## src/rtl/program_sequencer.sv

```systemverilog
// Instruction sequencer for the simple processor: holds a small program and
// presents instruction/immediate words on Din with the run/Done handshake.
module program_sequencer #(
  parameter int unsigned DEPTH   = 32,
  parameter int unsigned TIMEOUT = 15,
  localparam int unsigned AW     = $clog2(DEPTH)
) (
  input  logic          clk,
  input  logic          resetn,
  input  logic          start,
  input  logic [AW:0]   prog_len,
  input  logic          prog_we,
  input  logic [AW-1:0] prog_addr,
  input  logic [8:0]    prog_wdata,
  input  logic          done_i,
  output logic [8:0]    din_o,
  output logic          run_o,
  output logic          busy,
  output logic          halted,
  output logic          error,
  output logic [AW-1:0] pc,
  output logic [7:0]    retired
);

  localparam int unsigned WDW = $clog2(TIMEOUT + 1);

  typedef enum logic [2:0] {
    S_IDLE, S_LOAD, S_ISSUE, S_WAIT, S_IMM, S_STOP, S_ERR
  } state_t;

  logic [8:0]     r_mem [DEPTH];
  state_t         r_state, w_state_nx;
  logic [AW:0]    r_pc, w_pc_nx;
  logic [AW:0]    r_len, w_len_nx;
  logic [WDW-1:0] r_wd, w_wd_nx;
  logic [7:0]     r_retired, w_retired_nx;
  logic           r_run, r_busy, r_halted, r_error;
  logic [AW:0]    w_pc_p1;
  logic [8:0]     w_word, w_imm;
  logic [2:0]     w_op;

  // Program memory: no reset, writes locked out while executing
  always_ff @(posedge clk) begin
    if (prog_we && !r_busy) r_mem[prog_addr] <= prog_wdata;
  end

  assign w_pc_p1 = r_pc + (AW+1)'(1);
  assign w_word  = r_mem[r_pc[AW-1:0]];
  assign w_imm   = r_mem[w_pc_p1[AW-1:0]];
  assign w_op    = w_word[8:6];

  // Din is an asynchronous memory read qualified by the registered state
  always_comb begin
    din_o = 9'd0;
    case (r_state)
      S_LOAD, S_ISSUE, S_WAIT: din_o = w_word;
      S_IMM:                   din_o = w_imm;
      default:                 din_o = 9'd0;
    endcase
  end

  always_ff @(posedge clk or negedge resetn) begin
    if (!resetn) begin
      r_state   <= S_IDLE;
      r_pc      <= '0;
      r_len     <= '0;
      r_wd      <= '0;
      r_retired <= '0;
      r_run     <= 1'b0;
      r_busy    <= 1'b0;
      r_halted  <= 1'b0;
      r_error   <= 1'b0;
    end else begin
      r_state   <= w_state_nx;
      r_pc      <= w_pc_nx;
      r_len     <= w_len_nx;
      r_wd      <= w_wd_nx;
      r_retired <= w_retired_nx;
      r_run     <= (w_state_nx == S_ISSUE) || (w_state_nx == S_IMM);
      r_busy    <= (w_state_nx == S_LOAD) || (w_state_nx == S_ISSUE) ||
                   (w_state_nx == S_WAIT) || (w_state_nx == S_IMM);
      r_halted  <= (w_state_nx == S_STOP);
      r_error   <= (w_state_nx == S_ERR);
    end
  end

  always_comb begin
    w_state_nx   = r_state;
    w_pc_nx      = r_pc;
    w_len_nx     = r_len;
    w_wd_nx      = r_wd;
    w_retired_nx = r_retired;
    case (r_state)
      S_IDLE, S_STOP, S_ERR: begin
        if (start) begin
          w_len_nx     = prog_len;
          w_pc_nx      = '0;
          w_retired_nx = '0;
          w_state_nx   = S_LOAD;
        end
      end
      S_LOAD: begin
        if (r_pc >= r_len) begin
          w_state_nx = S_STOP;
        end else if (w_op == 3'b111) begin
          w_state_nx = S_STOP;
        end else if (w_op[2]) begin
          w_pc_nx = w_pc_p1;
        end else if ((w_op == 3'b001) && (w_pc_p1 >= r_len)) begin
          w_state_nx = S_ERR;
        end else begin
          w_state_nx = S_ISSUE;
        end
      end
      S_ISSUE: begin
        w_wd_nx    = '0;
        w_state_nx = (w_op == 3'b001) ? S_IMM : S_WAIT;
      end
      S_WAIT, S_IMM: begin
        // Done in the final watchdog cycle still retires the instruction
        if (done_i) begin
          if (r_retired != 8'hFF) w_retired_nx = r_retired + 8'd1;
          w_pc_nx    = (r_state == S_IMM) ? r_pc + (AW+1)'(2) : w_pc_p1;
          w_state_nx = S_LOAD;
        end else begin
          w_wd_nx = r_wd + WDW'(1);
          if (w_wd_nx == WDW'(TIMEOUT)) w_state_nx = S_ERR;
        end
      end
      default: w_state_nx = S_IDLE;
    endcase
  end

  assign run_o   = r_run;
  assign busy    = r_busy;
  assign halted  = r_halted;
  assign error   = r_error;
  assign pc      = r_pc[AW-1:0];
  assign retired = r_retired;

endmodule
```

## config.mk

```make
export PLATFORM = sky130hd
export DESIGN_NAME = program_sequencer
export DESIGN_NICKNAME = d
export VERILOG_FILES = /design/src/rtl/program_sequencer.sv
export SDC_FILE = /design/constraint.sdc
export NUM_CORES = 1
export LEC_CHECK = 0
export BUFFER_PORTS_ARGS = -buffer_cell sky130_fd_sc_hd__buf_2
export CAP_MARGIN = 20
export CORE_MARGIN = 2
export CORE_UTILIZATION = 50
export CTS_CLUSTER_SIZE = 8
export DETAILED_ROUTE_END_ITERATION = 8
export PLACE_DENSITY_LB_ADDON = 0.12
export SLEW_MARGIN = 20
export SYNTH_ARGS = -nofsm -noshare
export SYNTH_HDL_FRONTEND = slang
export SYNTH_SLANG_ARGS = --single-unit
```

## constraint.sdc

```tcl
create_clock -name clk -period 5.3 [get_ports clk]
set_input_delay 0.53 -clock clk [delete_from_list [all_inputs] [get_ports clk]]
set_output_delay 0.53 -clock clk [all_outputs]
set_load 0.005 [all_outputs]
```

==> results of run 1 <==
==> area by class of cell <==
cell class	count	area, µm²	share of cell area, %
Clock buffer	63	1240	6.92
Clock inverter	1	8.76	0.0491
Multi-Input combinational cell	533	6020	33.7
Inverter	20	75.1	0.420
Timing Repair Buffer	94	584	3.27
Tap cell	402	503	2.82
Sequential cell	319	9430	52.8
==> per-stage QoR <==
stage          utilization (%)  total power, mW  area (µm²)  cells
2_1_floorplan                -             6.00       15800    937
3_3_place_gp              53.0             7.05       16600   1367
3_5_place_dp              53.0             7.08       16600   1368
4_1_cts                   57.0             9.69       17800   1432
5_1_grt                   57.0             10.1       17900   1432
6_report                  57.0             9.60       17900   1432
==> flip-flops by register name, summed over array words and instances, names as in the netlist <==
| signal | flops |
|---|---|
| error | 1 |
| r_len | 6 |
| r_mem | 288 |
| r_wd | 4 |
| busy | 1 |
| retired | 8 |
| r_pc | 6 |
| halted | 1 |
| run_o | 1 |
| r_state | 3 |
==> kinds of logic after synthesis <==
logic type | after synthesis
muxes | 211
buffers and inverters | 85
adders and majority gates | 17
AOI/OAI and AO/OA | 140
and+or+nand+nor | 157
xor gates and xnor gates | 8
DFF | 319
==> synth_stat cells, types with 6 or more instances <==
master	number	share of area, %
o31ai_1	8	0.38
o22ai_1	8	0.32
nand2b_1	7	0.28
dfrtp_1	31	4.9
nand2_1	38	0.90
mux2_2	9	0.64
or3_1	6	0.24
nand3_1	16	0.51
ha_1	17	1.3
mux2i_1	57	3.6
a21oi_1	22	0.70
clkbuf_1	31	0.74
o221ai_1	16	0.89
nor2b_1	8	0.32
nor2_1	55	1.3
buf_1	15	0.36
o21ai_0	37	1.2
buf_2	11	0.35
edfxtp_1	288	55
a211oi_1	7	0.33
buf_4	6	0.29
mux4_2	141	20
inv_1	16	0.38
nand3b_1	7	0.33
xnor2_1	8	0.44
==> power by group through the flow <==
stage          clock network (mW)  logic [mW]  registers [mW]
2_1_floorplan                   0        3.03            2.97
3_3_place_gp                    0        3.92            3.13
3_5_place_dp                    0        3.95            3.13
4_1_cts                      2.63        3.97            3.09
5_1_grt                      2.73        4.24            3.12
6_report                     2.59        3.92            3.09
==> metal layers <==
layer	vias up	share of wire, %	GRT usage (%)
met2	349	49	40.9
met5	-	0.086	0
met4	6	3.3	8.98
met3	94	6.6	4.47
li1	4029	-	-
met1	4878	41	34.4
==> worst max path at each step <==
stage | to | slack [ns] | depth (start not counted)
3_3_place_gp | din_o[2] | 1.22 | 7
5_1_grt | din_o[2] | 0.46 | 7
4_1_cts | din_o[2] | 0.66 | 7
6_report | din_o[2] | 0.70 | 7
3_5_place_dp | din_o[2] | 1.24 | 7
2_1_floorplan | r_pc[0] | 1.29 | 17
==> worst max-delay path, stage by stage (launching register included) <==
cell and delay, ns:
dfrtp_4 0.72, buf_4 0.52, buf_4 0.69, mux4_2 0.59, mux4_2 0.52, mux2i_1 0.14, o21ai_0 0.12, buf_2 0.18
==> metrics.md, run 1 <==
| Metric | Value |
|---|---|
| Status | `completed` |
| Leading cell type in the layout, fill and taps excluded | `edfxtp_1` |
| CTS tree | `yes` |
| Flop pwr share | `32.2%` |
| Startpoint Class | `register` |
| Die extent in x | `182 µm` |
| Endpoint class of the critical path | `output port` |
| Routed WL | `40,500 µm` |
| Final hold slack | `0.0537 ns` |
| Post-Synth XOR/XNOR Area | `0.444%` |
| Highest clock rate | `217 MHz` |
| DIE HEIGHT | `182 µm` |
| Worst path arrival time | `4.07 ns` |
| Total Die Area | `33,000 µm²` |
| Most frequent cells in the layout | `288 x edfxtp_1, 141 x mux4_2, 57 x mux2i_1, 50 x buf_2, 49 x nor2_1` |
| First-pass GRT wire length | `60,400 µm` |
| Vias in the first global route | `9,536` |
| Unrepaired setup endpoints after global routing | `no` |
| Part of the Yosys area used for sequential elements | `59.8%` |
| Final min period | `4.60 ns` |
| Crit. Startpoint | `r_pc[0]` |
| DR DRC count | `0` |
| Worst Hold Class | `in -> async` |
| Mapped Area | `15,800 µm²` |
| Crit share post-route | `86.9%` |
| Top FF cell, synth | `edfxtp_1` |
| Core area | `31,300 µm²` |
| Area growth, synth to finish | `13.2%` |
| Simple-gate share of the synthesized area | `4.88%` |
| Initial core utilization | `50.4%` |
| Adder-cell share of the synthesized area | `1.35%` |
| Slew Viols, Final | `0` |
| Register-to-Register Path Depth | `9` |
| Total setup buffers inserted after CTS | `0` |
| DRT Pass-1 Iters | `5` |
| CTS Sinks | `319` |
| First DRT Iteration DRCs | `785` |
| Hold_buf cts | `0` |
| Setup CP Type | `reg -> out` |
| Pin count of the biggest net entering global routing | `48` |
| IO Port Bufs | `50` |
| Drt via density | `6.53` |
| Post-DP HPWL | `26,400 µm` |
| Synth Instances | `937` |
| Power per cell area | `537 nW/µm²` |
| Synthesized flop and latch total | `319` |
| Total negative slack | `0 ns` |
| Multiplexer area fraction after synthesis | `25.0%` |
| Reg2Reg Setup Slack | `1.31 ns` |
| Hold Fails Final Rpt | `0` |
| Pleak | `6.06 nW` |
| Switching power | `3.21 mW` |
| Clk buf depth | `3` |
| Worst r2r dst | `r_pc[1]` |
| Synth Area per Inst | `16.8 µm²` |
| Reg clk slew, reported paths | `0.06 ns` |
| Synthesized Nets | `979` |
| N_diodes | `0` |
| Clock power frac | `26.9%` |
| Worst r2r src | `r_pc[1]` |
| Synth Area in Compound Gates | `6.21%` |
| Rows | `65` |
| Crit path max fanout | `47` |
| Gpl congestion | `0.811` |
| Netlist cell types | `65` |
| Critical Path RT | `4.77 ns` |
| Post_cts resized | `0` |
| Slew @ Worst Pin | `1.13 ns` |
| Layout net count | `1,055` |
| Ratio of cells with drive above 1 in the final layout | `30.8%` |
| Aggregate global routing overflow | `0` |
| Worst slew margin | `24.4%` |
| Peak VDD IR | `0.000278 V` |
| Clk root buf | `clkbuf_16` |
| Initial antenna violation count | `3` |
| Warnings, synthesis | `0` |
| H-tree levels | `2` |
| Remaining antenna violation count | `0` |
| Wire length per cell | `28.3 µm` |
| CTS Buf Count | `45` |
| IO Pins | `51` |
| Setup violators final | `0` |
| Max cap viols | `0` |
| EDFF count, synth | `288` |
| Worst Skew | `0.0242 ns` |
| Routed vias | `9,356` |
| Worst-Skew Late Latency | `0.54 ns` |
| Global-route usage over all layers | `25.1%` |
| Pint | `6.38 mW` |
| Worst setup margin | `0.697 ns` |
| Main combinational cell family by area after synthesis | `multiplexers` |
| FFs w/ async S/R, synth | `9.72%` |
| Worst slack, placed | `1.24 ns` |
| Share of total power in combinational logic | `40.9%` |
| Filler cell count | `2,398` |
| Sw Share | `33.5%` |
(Power assumes the default switching activity.)
==> run 2, diff against run 1 <==
- CORE_MARGIN: 2 -> not set
- CORE_UTILIZATION: 50 -> 35
==> run 2 against run 1 <==
Final cell count grew 13%. First-iteration DRC count fell by 12%. Global-route usage is 5.8 points lower. Routed wire length grew 8.0%. Core utilization is 16 points lower.
==> metrics.md, run 2 (synthesis gave the netlist of run 1 again) <==
| Metric | Value |
|---|---|
| Crit-path slowest cell | `ha_4` |
| Setup violators final | `0 (unchanged)` |
| Cell family with most CP delay | `multiplexers` |
| Worst Skew | `0.0449 ns (+0.0206 ns)` |
| DR DRC count | `0 (unchanged)` |
| Remaining antenna violation count | `0 (unchanged)` |
| Layout net count | `1,057 (+0.19%)` |
| Max cap viols | `0 (unchanged)` |
| DIE HEIGHT | `214 µm (+18%)` |
| Worst path cell trace | `ha_4 -> buf_12 -> mux4_2 -> mux4_2 -> mux2i_1 -> o21ai_0 -> buf_2` |
| Clk root buf | `clkbuf_16` |
| Total setup buffers inserted after CTS | `0 (unchanged)` |
| Area occupied by multi-input gates | `6010 µm² (about the same)` |
| Initial antenna violation count | `1 (-2)` |
| Filler cell count | `4,082 (+70%)` |
| Drt via density | `5.71 (-13%)` |
| IO Port Bufs | `50 (unchanged)` |
| Register-to-Register Path Depth | `9 (unchanged)` |
| Reg clk slew, reported paths | `0.06 ns (about the same)` |
| Register Area | `9430 µm² (unchanged)` |
| Startpoint Class | `register` |
| Global-route usage over all layers | `19.3% (-5.8 points)` |
| Power per cell area | `534 nW/µm² (-0.64%)` |
| Routed vias | `9,228 (-1.4%)` |
| Pleak | `6.07 nW (+0.15%)` |
| Crit path depth | `7 (unchanged)` |
| Clk buf depth | `3 (unchanged)` |
| CTS Buf Count | `45 (unchanged)` |
| Total Die Area | `45,900 µm² (+39%)` |
| Vias in the first global route | `9,408 (-1.3%)` |
| H-tree levels | `2 (unchanged)` |
| Wire length per cell | `27.0 µm (-4.3%)` |
| Critical Path RT | `4.77 ns (about the same)` |
| Unrepaired setup endpoints after global routing | `no` |
| Hold_buf cts | `0 (unchanged)` |
| Endpoint class of the critical path | `output port` |
| Crit share post-route | `84.1% (-2.8 points)` |
| Post_cts resized | `0 (unchanged)` |
| Most frequent cells in the layout | `288 x edfxtp_1, 141 x mux4_2, 57 x mux2i_1, 50 x nor2_1, 50 x buf_2` |
| Peak VDD IR | `0.000293 V (+5.5%)` |
| Hold Fails Final Rpt | `0 (unchanged)` |
| Core area | `44,300 µm² (+42%)` |
| Slew @ Worst Pin | `1.09 ns (-0.0361 ns)` |
| N_diodes | `0 (unchanged)` |
| Routed WL | `43,700 µm (+8.0%)` |
| Worst Hold Class | `in -> async` |
| Slowest cell delay on critical path | `0.78 ns (+0.06 ns)` |
| Cell mode on critical path | `mux4_2` |
| Most flop-heavy register | `r_mem` |
| IO Pins | `51 (unchanged)` |
| Highest clock rate | `224 MHz (+3.3%)` |
| First-pass GRT wire length | `64,200 µm (+6.3%)` |
| First DRT Iteration DRCs | `687 (-12%)` |
| CTS tree | `yes` |
| Leading cell type in the layout, fill and taps excluded | `edfxtp_1` |
| Worst slew margin | `26.8% (+2.4 points)` |
| DRT Pass-1 Iters | `5 (unchanged)` |
| Gpl congestion | `0.746 (-8.0%)` |
| Initial core utilization | `35.6% (-15 points)` |
| Total negative slack | `0 ns (unchanged)` |
| CTS Sinks | `319 (unchanged)` |
| Total power | `9.67 mW (+0.72%)` |
| Crit path max fanout | `37 (-21%)` |
| Ratio of cells with drive above 1 in the final layout | `31.0% (+0.25 points)` |
| Max reg flops | `288 (unchanged)` |
| Worst path arrival time | `3.93 ns (-0.14 ns)` |
| Status | `completed` |
| CP Buf/Inv Count | `2 (-1)` |
| Setup CP Type | `reg -> out` |
| Slew Viols, Final | `0 (unchanged)` |
| Pin count of the biggest net entering global routing | `68 (+42%)` |
| Rows | `77 (+18%)` |
| Worst-Skew Late Latency | `0.59 ns (+0.05 ns)` |
| Aggregate global routing overflow | `0 (unchanged)` |
| Final min period | `4.46 ns (-0.147 ns)` |
| Die extent in x | `214 µm (+18%)` |
| Area growth, synth to finish | `14.8%` |
| Post-DP HPWL | `27,800 µm (+5.0%)` |
==> run 2: cell type report <==
type | count | share of cell area (%)
sequential | 319 | 52.1
multi-input combinational | 533 | 33.2
clock buffer | 54 | 6.41
tap | 592 | 4.09
timing repair buffer | 96 | 3.43
inverter | 20 | 0.415
clock inverter | 3 | 0.325
==> run 2: per-stage QoR <==
stage | hold slack [ns] | cell area (µm²) | utilization, % | cells | worst slack, ns
4_1_cts | 0.0259 | 18100 | 40.8 | 1617 | 0.714
3_3_place_gp | 0.523 | 16900 | 38.1 | 1560 | 1.24
2_1_floorplan | 0.234 | 15800 | - | 937 | 1.29
5_1_grt | 0.0669 | 18100 | 40.8 | 1617 | 0.652
6_report | 0.0243 | 18100 | 40.8 | 1617 | 0.844
3_5_place_dp | 0.516 | 16900 | 38.1 | 1560 | 1.16
==> run 2: report_power, final <==
| part | switching (mW) | internal [mW] | total (mW) | leakage [nW] |
|---|---|---|---|---|
| clock | 1.06 | 1.52 | 2.58 | 0.591 |
| combinational | 2.05 | 1.94 | 3.99 | 2.48 |
| sequential | 0.234 | 2.86 | 3.09 | 2.99 |
| total | 3.34 | 6.33 | 9.67 | 6.07 |
==> run 2: worst register-to-register path, stage by stage (launching register included) <==
cell and delay, ns:
dfrtp_4 0.62, buf_4 0.66, mux4_2 0.61, mux2_2 0.28, a221o_1 0.33, and2_1 0.21, o31a_1 0.30, a2111oi_4 0.50
nand2_4 0.13, mux2_4 0.31
==> run 2: layer usage <==
metal | share of wire [%] | global-route usage (%) | vias up
met3 | 4.3 | 3.53 | 67
met1 | 43 | 25.4 | 4912
met2 | 50 | 32.0 | 216
met5 | 0.018 | 0 | -
met4 | 2.5 | 6.69 | 2
li1 | - | - | 4031
==> run 2: path summary, 6_finish.rpt <==
kind                              from        to  slack (ns)
setup / recovery               r_pc[0]  din_o[8]        0.84
hold / removal                  resetn  r_len[5]        0.02
setup reg to reg               r_pc[1]   r_pc[1]        1.23
hold reg to reg               r_len[0]  r_len[0]        0.54
max in group asynchronous       resetn   r_pc[1]        4.69
min in group clk           prog_len[4]  r_len[4]        0.16
==> run 3, diff against run 2 <==
- ABC_AREA: not set -> 1
- clock period: 5.3 -> 3.6 ns (I/O delays scaled with it)
==> run 3 against run 2 <==
Clock power rose by 52%. Critical path depth up 5. Via count grew 46%. Non-clock buffer count grew 28. Setup slack lost 0.70 ns. Register-to-register slack got worse by 0.60 ns. Final cell count up 54%. Design area increased by 4.9%. Die area grew 4.8%. Sequential cell count unchanged. Critical path type unchanged. Largest power group unchanged.
==> metrics.md, run 3 <==
| Metric | Value |
|---|---|
| Status | `completed` |
| Sw Share | `42.4% (+7.9 points)` |
| Final min period | `3.46 ns` |
| Crit path max fanout | `44 (+19%)` |
| Beginning of the worst hold path | `done_i` |
| Post-DP Area | `17,700 µm² (+4.7%)` |
| Initial core utilization | `35.5% (-0.066 points)` |
| DIE HEIGHT | `219 µm (+2.4%)` |
| Setup CP Type | `reg -> out` |
| Warnings, synthesis | `0 (unchanged)` |
| Remaining antenna violation count | `0 (unchanged)` |
| Highest clock rate | `289 MHz` |
| DR DRC count | `0 (unchanged)` |
| Hold Path End | `r_wd[2]` |
| Aggregate global routing overflow | `0 (unchanged)` |
| Vias in the first global route | `12,715 (+35%)` |
| Wire length per cell | `22.0 µm (-19%)` |
| Power per cell area | `780 nW/µm² (+46%)` |
| Worst r2r dst | `r_pc[0]` |
| Setup violators final | `0 (unchanged)` |
| Worst path cell trace | `buf_4 -> inv_2 -> buf_12 -> nand3_1 -> nand2_1 -> nand2_1 -> nand2_1 -> inv_2 -> nand2_1 -> nand2_2 -> o21ai_0 -> buf_2` |
| Clk buf depth | `3 (unchanged)` |
| Area growth, synth to finish | `14.8% (about the same)` |
| Drt via density | `5.43 (-4.9%)` |
| Top post-synthesis cells by area | `edfxtp_1 52%, nand3_1 6.9%, o21ai_0 6.8%, nand2_1 6.3%, a21oi_1 5.1%` |
| Reg2Reg Setup Slack | `0.63 ns (-0.60 ns)` |
| Most frequent cells in the layout | `288 x edfxtp_1, 279 x nand2_1, 228 x nand3_1, 225 x o21ai_0, 190 x inv_1` |
| Core area | `46,600 µm² (+5.1%)` |
| Max reg flops | `288 (unchanged)` |
| Switching power | `6.28 mW (+88%)` |
| Clk root buf | `clkbuf_16` |
| Endpoint class of the critical path | `output port` |
| Worst r2r src | `r_pc[1]` |
| Pin count of the biggest net entering global routing | `120 (+76%)` |
| Slowest cell delay on critical path | `0.48 ns (-0.30 ns)` |
| Routed vias | `13,512 (+46%)` |
| Fin area | `19,000 µm² (+4.9%)` |
| Cell mode on critical path | `nand2_1` |
| WHS Path Cells | `4` |
| Post-DP HPWL | `35,300 µm (+27%)` |
| Share of total power in combinational logic | `44.2% (+2.9 points)` |
| Crit share post-route | `96.0%` |
| Ratio of cells with drive above 1 in the final layout | `10.5% (-21 points)` |
| Layout net count | `1,907 (+80%)` |
| Worst path arrival time | `3.10 ns (-0.83 ns)` |
| Routed WL | `54,900 µm (+25%)` |
| Die extent in x | `219 µm (+2.4%)` |
| Peak VDD IR | `0.000589 V (+100%)` |
| Synth Instances | `1,815 (+94%)` |
| Total Die Area | `48,100 µm² (+4.8%)` |
| Critical Path RT | `3.24 ns (-1.53 ns)` |
| Crit-path slowest cell | `dfrtp_2` |
| Yosys top cell area share | `52.3% (-2.5 points)` |
| Most flop-heavy register | `r_mem` |
| Slew @ Worst Pin | `0.787 ns (-0.306 ns)` |
| Most instantiated cells after synthesis | `288 x edfxtp_1, 279 x nand2_1, 228 x nand3_1, 225 x o21ai_0, 190 x inv_1` |
| DRT Pass-1 Iters | `6 (+1)` |
| Total negative slack | `0 ns (unchanged)` |
| FFs w/ async S/R, synth | `9.72% (unchanged)` |
| Top FF cell, synth | `edfxtp_1` |
| Flop pwr share | `29.4% (-2.6 points)` |
| Global-route usage over all layers | `23.1% (+3.9 points)` |
| CTS Buf Count | `45 (unchanged)` |
| Count leader, synth | `edfxtp_1` |
| Filler cell count | `4,542 (+11%)` |
| Worst Hold Class | `in -> reg` |
| CTS tree | `yes` |
| Synth Area per Inst | `9.11 µm² (-46%)` |
| Register-to-Register Path Depth | `16 (+7)` |
| Pint | `8.53 mW (+35%)` |
| Initial antenna violation count | `0 (-1)` |
| Total setup buffers inserted after CTS | `0 (unchanged)` |
| Gpl congestion | `0.875 (+17%)` |
| Slew Viols, Final | `0 (unchanged)` |
| Worst slew margin | `47.5% (+21 points)` |
| First DRT Iteration DRCs | `1,441 (+110%)` |
| IO Pins | `51 (unchanged)` |
| Worst Skew | `0.0110 ns (-0.0338 ns)` |
| Part of the Yosys area used for sequential elements | `57.0% (-2.8 points)` |
| Netlist cell types | `38 (-42%)` |
| Synthesized flop and latch total | `319 (unchanged)` |
| Synthesized Nets | `1,857 (+90%)` |
| Finished Layout Cells | `2,490 (+54%)` |
| Clock power frac | `26.4% (-0.3 points)` |
| Reg clk slew, reported paths | `0.05 ns (about the same)` |
| Rows | `79 (+2.6%)` |
| Worst-Skew Late Latency | `0.57 ns (-0.02 ns)` |
| Mapped Area | `16,500 µm² (+4.9%)` |
| Cell family with most CP delay | `buffers and inverters` |
| H-tree levels | `2 (unchanged)` |
| Hold Fails Final Rpt | `0 (unchanged)` |
| EDFF count, synth | `288 (unchanged)` |
| Pleak | `7.38 nW (+22%)` |
| N_diodes | `0 (unchanged)` |
| CTS Sinks | `319 (unchanged)` |
| Leading cell type in the layout, fill and taps excluded | `edfxtp_1` |
| First-pass GRT wire length | `81,700 µm (+27%)` |
| CP Buf/Inv Count | `5 (+3)` |
| IO Port Bufs | `50 (unchanged)` |
| Unrepaired setup endpoints after global routing | `no` |
| Cells after DPL | `2,418 (+55%)` |
| Largest area contributor in the netlist | `edfxtp_1` |
| Startpoint Class | `register` |
| Max cap viols | `0 (unchanged)` |
[run 3: worst max-delay path by stage]
stage | startpoint | to | slack [ns] | depth (start not counted)
2_1_floorplan | r_pc[0] | run_o | 0.96 | 17
3_3_place_gp | r_pc[1] | r_pc[0] | 0.66 | 16
3_5_place_dp | r_pc[0] | r_pc[0] | 0.66 | 17
4_1_cts | r_pc[0] | din_o[4] | 0.09 | 11
5_1_grt | r_pc[2] | din_o[2] | 0.03 | 11
6_report | r_pc[1] | din_o[8] | 0.14 | 12
[run 3: what timing repair did]
action | in CTS | in global routing
gates resized for setup | 0 | 1
hold buffers | 7 | 0
setup endpoints to repair | 0 | 5
endpoints found under the hold margin | 37 | 0
[run 3: logic make-up (layout without fill, tap and decap cells)]
group                    Yosys count  count (layout)  synth area share, %
flip-flops                       319             319                 57.0
adder cells (fa/ha/maj)           17              17                 1.29
multiplexers                       2               2                0.121
buffers and inverters            326             394                 7.95
AND/OR/NAND/NOR                  658             658                 17.2
AO/OA/AOI/OAI                    484             484                 15.9
XOR/XNOR                           9               9                0.522
[run 3: cell type report]
type	instances	area [µm²]	share of cell area, %
clock buffer	64	1240	6.53
clock inverter	1	8.76	0.0461
sequential	319	9430	49.7
timing repair buffer	124	948	4.99
tap	607	759	4.00
multi-input combinational	1170	5830	30.7
inverter	205	777	4.09
[run 3: tightest hold or removal path, stage by stage]
cell     delay, ns
buf_2         0.08
inv_1         0.05
nand2_2       0.11
o21ai_0       0.08
[run 3: power by group through the flow]
stage	sequential, mW	combinational, mW	clock, mW
3_3_place_gp	4.41	6.51	0
3_5_place_dp	4.42	6.53	0
4_1_cts	4.35	6.55	4.00
2_1_floorplan	4.34	4.24	0
6_report	4.35	6.55	3.91
5_1_grt	4.37	7.23	4.14
[run 3: per-layer routing]
metal  GRT usage, %  share of wire, %
met4           8.24               2.8
met3           2.84               5.8
met5              0                 0
met2           38.5                48
met1           30.9                43
[run 3: stage by stage]
step	utilization (%)	hold WS (ns)	worst slack, ns	power (mW)
detailed placement	37.9	0.474	0.662	10.9
global route	40.8	0.185	0.0331	15.7
floorplan	-	0.0644	0.960	8.58
finish	40.8	0.161	0.143	14.8
global placement	37.9	0.466	0.663	10.9
CTS	40.8	0.144	0.0941	14.9
